--- config.mk ---
export PLATFORM = sky130hd
export DESIGN_NAME = ddr_test_sequencer
export DESIGN_NICKNAME = d
export VERILOG_FILES = /design/src/rtl/ddr_test_sequencer.sv
export SDC_FILE = /design/constraint.sdc
export NUM_CORES = 1
export LEC_CHECK = 0
export CAP_MARGIN = 0
export CORE_AREA = 3 3 99 196
export CTS_CLUSTER_DIAMETER = 60
export CTS_CLUSTER_SIZE = 20
export DETAILED_ROUTE_END_ITERATION = 6
export DIE_AREA = 0 0 102 199
export GPL_TIMING_DRIVEN = 0
export HOLD_SLACK_MARGIN = 0.12
export SLEW_MARGIN = 0
export SYNTH_ARGS = -nofsm -noshare
export SYNTH_HDL_FRONTEND = slang
export SYNTH_SLANG_ARGS = --single-unit
export TNS_END_PERCENT = 100
--- constraint.sdc ---
create_clock -name clk -period 2.6 [get_ports clk]
set_input_delay 0.39 -clock clk [delete_from_list [all_inputs] [get_ports clk]]
set_output_delay 0.39 -clock clk [all_outputs]
set_load 0.01 [all_outputs]
--- src/rtl/ddr_test_sequencer.sv ---
// ddr_test_sequencer
// Top-level sequencer for the DDR3 AXI traffic test. Runs the init pass,
// then issues write/read burst pairs sharing one LFSR-derived address, ID
// and length per pair. A per-phase watchdog and a sticky data-error flag
// are folded into the final pass/fail status.
//
// Ports:
//   clk, rst_n                  clock, async active-low reset
//   test_start                  level: high = run, low = stop
//   cfg_burst_num/_pattern_01/_random_data   run config, sampled leaving IDLE
//   init_done, write_done_p, read_done_p, rd_idle, err_flag   controller status
//   init_start, write_en, read_en              controller requests
//   random_rw_addr/_axi_id/_axi_len            per-pair burst fields
//   data_pattern_01, random_data_en            latched data config
//   burst_cnt, err_sticky, timeout_err, busy, test_done   status
//
// state | meaning
// IDLE  | waiting for test_start
// INIT  | full-memory init pass running
// GEN   | advance LFSR, latch pair fields
// WR    | write burst requested, waiting for address accept
// RD    | read burst requested, waiting for address accept
// DRAIN | waiting for read checker to go idle (min 2 cycles)
// NEXT  | count the pair, decide continue or stop
// DONE  | run finished, status held until test_start drops
module ddr_test_sequencer #(
  parameter int unsigned CTRL_ADDR_WIDTH = 28,
  parameter int unsigned MEM_SPACE_AW    = 18,
  parameter logic [31:0] LFSR_SEED       = 32'h1ACE_B00C,
  parameter logic [19:0] TIMEOUT         = 20'hFFFFF
) (
  input  logic                       clk,
  input  logic                       rst_n,
  input  logic                       test_start,
  input  logic [15:0]                cfg_burst_num,
  input  logic                       cfg_pattern_01,
  input  logic                       cfg_random_data,
  input  logic                       init_done,
  input  logic                       write_done_p,
  input  logic                       read_done_p,
  input  logic                       rd_idle,
  input  logic                       err_flag,
  output logic                       init_start,
  output logic                       write_en,
  output logic                       read_en,
  output logic [CTRL_ADDR_WIDTH-1:0] random_rw_addr,
  output logic [3:0]                 random_axi_id,
  output logic [3:0]                 random_axi_len,
  output logic                       data_pattern_01,
  output logic                       random_data_en,
  output logic [15:0]                burst_cnt,
  output logic                       err_sticky,
  output logic                       timeout_err,
  output logic                       busy,
  output logic                       test_done
);

  typedef enum logic [2:0] {
    S_IDLE, S_INIT, S_GEN, S_WR, S_RD, S_DRAIN, S_NEXT, S_DONE
  } state_t;

  localparam logic [31:0] LFSR_TAPS = 32'h8020_0003;

  state_t                     state, state_nxt;
  logic [31:0]                lfsr, lfsr_nxt;
  logic [19:0]                wd_cnt, wd_cnt_nxt;
  logic [15:0]                burst_num, burst_num_nxt;
  logic [15:0]                burst_cnt_nxt, burst_inc;
  logic [CTRL_ADDR_WIDTH-1:0] addr_nxt;
  logic [3:0]                 id_nxt, len_nxt;
  logic                       pat_nxt, rnd_nxt;
  logic                       err_nxt, tmo_nxt;
  logic                       waiting, wd_expired;

  always_ff @(posedge clk or negedge rst_n) begin
    if (!rst_n) begin
      state           <= S_IDLE;
      lfsr            <= LFSR_SEED;
      wd_cnt          <= '0;
      burst_num       <= '0;
      burst_cnt       <= '0;
      random_rw_addr  <= '0;
      random_axi_id   <= '0;
      random_axi_len  <= '0;
      data_pattern_01 <= 1'b0;
      random_data_en  <= 1'b0;
      err_sticky      <= 1'b0;
      timeout_err     <= 1'b0;
      init_start      <= 1'b0;
      write_en        <= 1'b0;
      read_en         <= 1'b0;
      busy            <= 1'b0;
      test_done       <= 1'b0;
    end else begin
      state           <= state_nxt;
      lfsr            <= lfsr_nxt;
      wd_cnt          <= wd_cnt_nxt;
      burst_num       <= burst_num_nxt;
      burst_cnt       <= burst_cnt_nxt;
      random_rw_addr  <= addr_nxt;
      random_axi_id   <= id_nxt;
      random_axi_len  <= len_nxt;
      data_pattern_01 <= pat_nxt;
      random_data_en  <= rnd_nxt;
      err_sticky      <= err_nxt;
      timeout_err     <= tmo_nxt;
      // Enables and status are registered images of the next state.
      init_start      <= (state_nxt == S_INIT);
      write_en        <= (state_nxt == S_WR);
      read_en         <= (state_nxt == S_RD);
      busy            <= (state_nxt != S_IDLE) && (state_nxt != S_DONE);
      test_done       <= (state_nxt == S_DONE);
    end
  end

  always_comb begin
    state_nxt     = state;
    lfsr_nxt      = lfsr;
    burst_num_nxt = burst_num;
    burst_cnt_nxt = burst_cnt;
    addr_nxt      = random_rw_addr;
    id_nxt        = random_axi_id;
    len_nxt       = random_axi_len;
    pat_nxt       = data_pattern_01;
    rnd_nxt       = random_data_en;
    err_nxt       = err_sticky;
    tmo_nxt       = timeout_err;
    burst_inc     = burst_cnt + 16'd1;

    waiting    = (state == S_INIT) || (state == S_WR) ||
                 (state == S_RD)   || (state == S_DRAIN);
    // wd_cnt holds cycles already spent in the phase, so the phase lasts
    // at most TIMEOUT cycles; expiry wins over a same-cycle done pulse.
    wd_expired = waiting && (wd_cnt == TIMEOUT - 20'd1);

    if ((state != S_IDLE) && err_flag) err_nxt = 1'b1;

    if (wd_expired) begin
      tmo_nxt   = 1'b1;
      state_nxt = S_DONE;
    end else begin
      case (state)
        S_IDLE: if (test_start) begin
          burst_num_nxt = cfg_burst_num;
          pat_nxt       = cfg_pattern_01;
          rnd_nxt       = cfg_random_data;
          burst_cnt_nxt = '0;
          err_nxt       = 1'b0;
          tmo_nxt       = 1'b0;
          state_nxt     = S_INIT;
        end
        S_INIT: if (init_done) state_nxt = S_GEN;
        S_GEN: begin
          lfsr_nxt = {1'b0, lfsr[31:1]} ^ (lfsr[0] ? LFSR_TAPS : 32'd0);
          len_nxt  = lfsr_nxt[3:0];
          id_nxt   = lfsr_nxt[7:4];
          // 64-unit alignment keeps a 16-beat burst inside one block.
          addr_nxt = '0;
          addr_nxt[MEM_SPACE_AW:6] = lfsr_nxt[8 +: MEM_SPACE_AW-5];
          state_nxt = S_WR;
        end
        S_WR: if (write_done_p) state_nxt = S_RD;
        S_RD: if (read_done_p) state_nxt = S_DRAIN;
        // wd_cnt != 0 means at least one DRAIN cycle already passed.
        S_DRAIN: if ((wd_cnt != '0) && rd_idle) state_nxt = S_NEXT;
        S_NEXT: begin
          burst_cnt_nxt = burst_inc;
          if (!test_start || ((burst_num != '0) && (burst_inc == burst_num)))
            state_nxt = S_DONE;
          else
            state_nxt = S_GEN;
        end
        S_DONE: if (!test_start) state_nxt = S_IDLE;
        default: state_nxt = S_IDLE;
      endcase
    end

    wd_cnt_nxt = (waiting && (state_nxt == state)) ? wd_cnt + 20'd1 : '0;
  end

endmodule

==> metrics.md <==
| Metric | Value |
|---|---|
| Clk sinks | `104` |
| Routability congestion estimate | `0.857` |
| Critical path capture point type | `register` |
| Pre-CTS WS | `-0.339 ns` |
| Fin crit period | `2.60 ns` |
| Clock-pin slew on the worst setup and hold paths | `0.07 ns` |
| CTS tree | `yes` |
| Seq. cell area | `0.00262 sq mm` |
| I/O pin total | `87` |
| Final WS setup | `-0.00284 ns` |
| Post-route cell area | `0.00701 sq mm` |
| Remaining global-route overflow | `0` |
| Commonest cells after routing, fill and taps aside | `nand2_1 (135), dfrtp_1 (87), clkdlybuf4s50_1 (69)` |
| Number of flops mapped to enable cells by yosys | `0` |
| Count of cell types in the netlist | `64` |
| Post-synthesis cell count | `582` |
| Grt peak-use layer | `met2` |
| Failing checks | `setup timing` |
| Met3 usage | `2.07%` |
| Data arrival, critical path | `2.84 ns` |
| Diodes inserted | `0` |
| Root buf cell | `clkbuf_16` |
| WL/cell | `15.7 um` |
| Core Rows | `70` |
| Die Area | `0.0203 sq mm` |
| LEAKAGE | `3.09 nW` |
| Share of post-route cells with drive strength above 1 | `18.2%` |
| Vias per cell | `4.91` |
| Hold/Removal Path Class | `register to register` |
| Sequential area share after synthesis | `48.4%` |
| All-Layer GR Usage | `14.6%` |
| Number of global-route vias before repair | `4388` |
| Async set-reset flop share out of synthesis | `100%` |
| Port bufs | `71` |
| Power per standard cell area | `802 mW/mm^2` |
| Share of the synthesized area in the top cell type | `42.1%` |
| Final period util | `100%` |
| Fin. max-slew vios | `0` |
| Number of CTS-inserted buffers | `9` |
| DR vias | `4492` |
| Drc violations | `0` |
| DR pass1 iterations | `4` |
| Data required time of the worst path | `2.84 ns` |
| Crit-path max FO | `7` |
| Met1 Use GR | `15.8%` |
| Top FF cell, synth | `dfrtp_1` |
| # fillers | `1831` |
| Avg Inst Size Synth | `9.29 sq um` |
| Post-DP HPWL | `10600 um` |
| Die X | `102 um` |
| Number of max-cap violations | `0` |
| Met2 Use GR | `26.6%` |
| Setup repair after global routing missed its margin | `true` |
| Global-route wire length before repair | `23000 um` |
| Layout Skew | `0.0116 ns` |
| Initial DRC Count | `168` |
| Cells taking the most area after synthesis | `dfrtp_1 (42%), nand2_1 (9.4%), dfstp_2 (6.3%)` |
| Post-Syn Area | `0.00541 sq mm` |
| Commonest non-fill, non-tap cell in the layout | `nand2_1` |
| Placed Area | `0.00646 sq mm` |
| Antenna Violating Nets Remaining | `0` |
| Core area | `0.0182 sq mm` |
| Die span in y | `199 um` |
| Max rail drop VDD | `0.347 mV` |
| Flops & latches, synth | `104` |
| H-tree depth | `3` |
| Setup violations, final | `1` |
| Final hold vios | `0` |
| Maximum buffer depth of the clock tree | `2` |
| Status | `finished with violations` |
| Clock latency on the worst-skew pair | `0.36 ns` |
| Initial Utilization | `29.7%` |
| Leading area contributor after synthesis | `dfrtp_1` |
| Slew @ Worst Pin | `0.827 ns` |
| F_max | `384 MHz` |
| CP Class | `register to register` |
| Layout area overhead | `29.7%` |
| Largest net degree at the start of global routing | `61` |
| Crit path launch type | `register` |
| Post-Route WL | `14400 um` |
| Final nets | `724` |
| Antenna violations before repair | `0` |
| Ys Warns | `0` |
| Slew margin rel. | `44.4%` |
| Area of the multi-input gates | `0.00249 sq mm` |
==> Yosys cell counts, types with 2 or more instances <==
cell type	number
a21bo_2	2
a21boi_0	3
a21o_1	2
a21oi_1	31
a311oi_1	3
a31oi_1	3
and2_1	3
and3_1	8
and4_1	4
buf_1	2
buf_2	5
buf_4	28
clkbuf_1	28
dfrtp_1	91
dfstp_2	13
ha_1	4
inv_1	12
mux2_2	16
nand2_1	135
nand2b_1	7
nand3_1	10
nand3b_1	3
nand4_1	14
nand4b_1	2
nor2_1	20
nor2b_1	5
nor3_1	11
nor4_1	8
nor4b_1	2
o2111ai_1	3
o211ai_1	2
o21ai_0	21
o22ai_1	5
o31ai_1	3
o41ai_1	2
or3_1	2
or4_1	5
xnor2_1	23
xor2_1	16
==> layer usage <==
metal,wire length (um),share of wire [%],vias up
met2,8050,56,114
met5,0,0,-
li1,-,-,2175
met3,512,3.6,33
met1,5140,36,2170
met4,678,4.7,0
==> logic make-up (layout without fill, tap and decap cells) <==
family,count (synthesis),count (layout),synth area share (%)
simple gates,248,248,22.4
flops,104,104,48.4
compound gates,94,94,11.2
buf+inv,76,179,7.36
xor+xnor,39,39,6.32
mux,16,16,3.33
fa+ha+maj,4,4,0.926
other cells,1,15,0.0694
==> worst paths after layout <==
| kind | endpoint | slack (ns) | start | cells after the start |
|---|---|---|---|---|
| min reg2reg | lfsr[22]$_DFFE_PN1P_ | 0.45 | lfsr[23]$_DFFE_PN1P_ | 2 |
| min | lfsr[22]$_DFFE_PN1P_ | 0.45 | lfsr[23]$_DFFE_PN1P_ | 2 |
| max reg2reg | read_en$_DFF_PN0_ | -0.003 | burst_cnt[0]$_DFFE_PN0P_ | 7 |
| max in group asynchronous | burst_cnt[7]$_DFFE_PN0P_ | 1.28 | rst_n | 3 |
| max | read_en$_DFF_PN0_ | -0.003 | burst_cnt[0]$_DFFE_PN0P_ | 7 |
| min in group asynchronous | random_rw_addr[16]$_DFFE_PN0P_ | 0.58 | rst_n | 2 |
==> cell type report <==
class                   instances  area share (%)
flip-flops and latches        104            37.4
multi-input cells             416            35.5
plain buffers                  59            5.27
clock buffers                  11            3.61
well taps                     216            3.86
inverters                      12           0.643
clock inverters                 5           0.910
repair buffers                 92            12.8
==> timing repair <==
| item | CTS | global route |
|---|---|---|
| setup buffers | 4 | 15 |
| gates resized for setup | 19 | 20 |
| endpoints found under the setup margin | 44 | 47 |
| hold endpoints to repair | 35 | 0 |
| hold buffers | 1 | 0 |
| pin swaps | 4 | 7 |
==> critical path, cell delays in order, from the launching register on <==
cell	delay, ns
dfrtp_2	0.37
buf_6	0.11
nand4_1	0.23
or4_4	0.62
a221oi_2	0.26
o2111ai_1	0.18
a2111o_1	0.50
and4b_1	0.21
==> sequential cells by signal, indices dropped and copies added, names as in the netlist, 3 cells and up <==
| register | flops |
|---|---|
| random_axi_len | 4 |
| random_rw_addr | 6 |
| random_axi_id | 3 |
| wd_cnt | 20 |
| state | 3 |
| lfsr | 27 |
| burst_cnt | 16 |
| burst_num | 16 |
==> power breakdown <==
group	switching [mW]	internal (mW)
Clock	0.644	0.807
Sequential	0.250	1.86
Combinational	1.10	0.959
Total	2.00	3.63
==> metrics by stage <==
step	power (mW)	TNS, ns	hold WS, ns	cells	util [%]
3_3_place_gp	3.99	-301.80	0.445	883	35.4
2_1_floorplan	3.32	0	0.0944	596	-
5_1_grt	5.98	-0.253	0.472	915	38.5
4_1_cts	5.55	-0.00222	0.458	902	37.7
6_report	5.63	-0.00284	0.451	915	38.5
3_5_place_dp	4.02	-8.23	0.442	884	35.5
(Power assumes the default switching activity.)
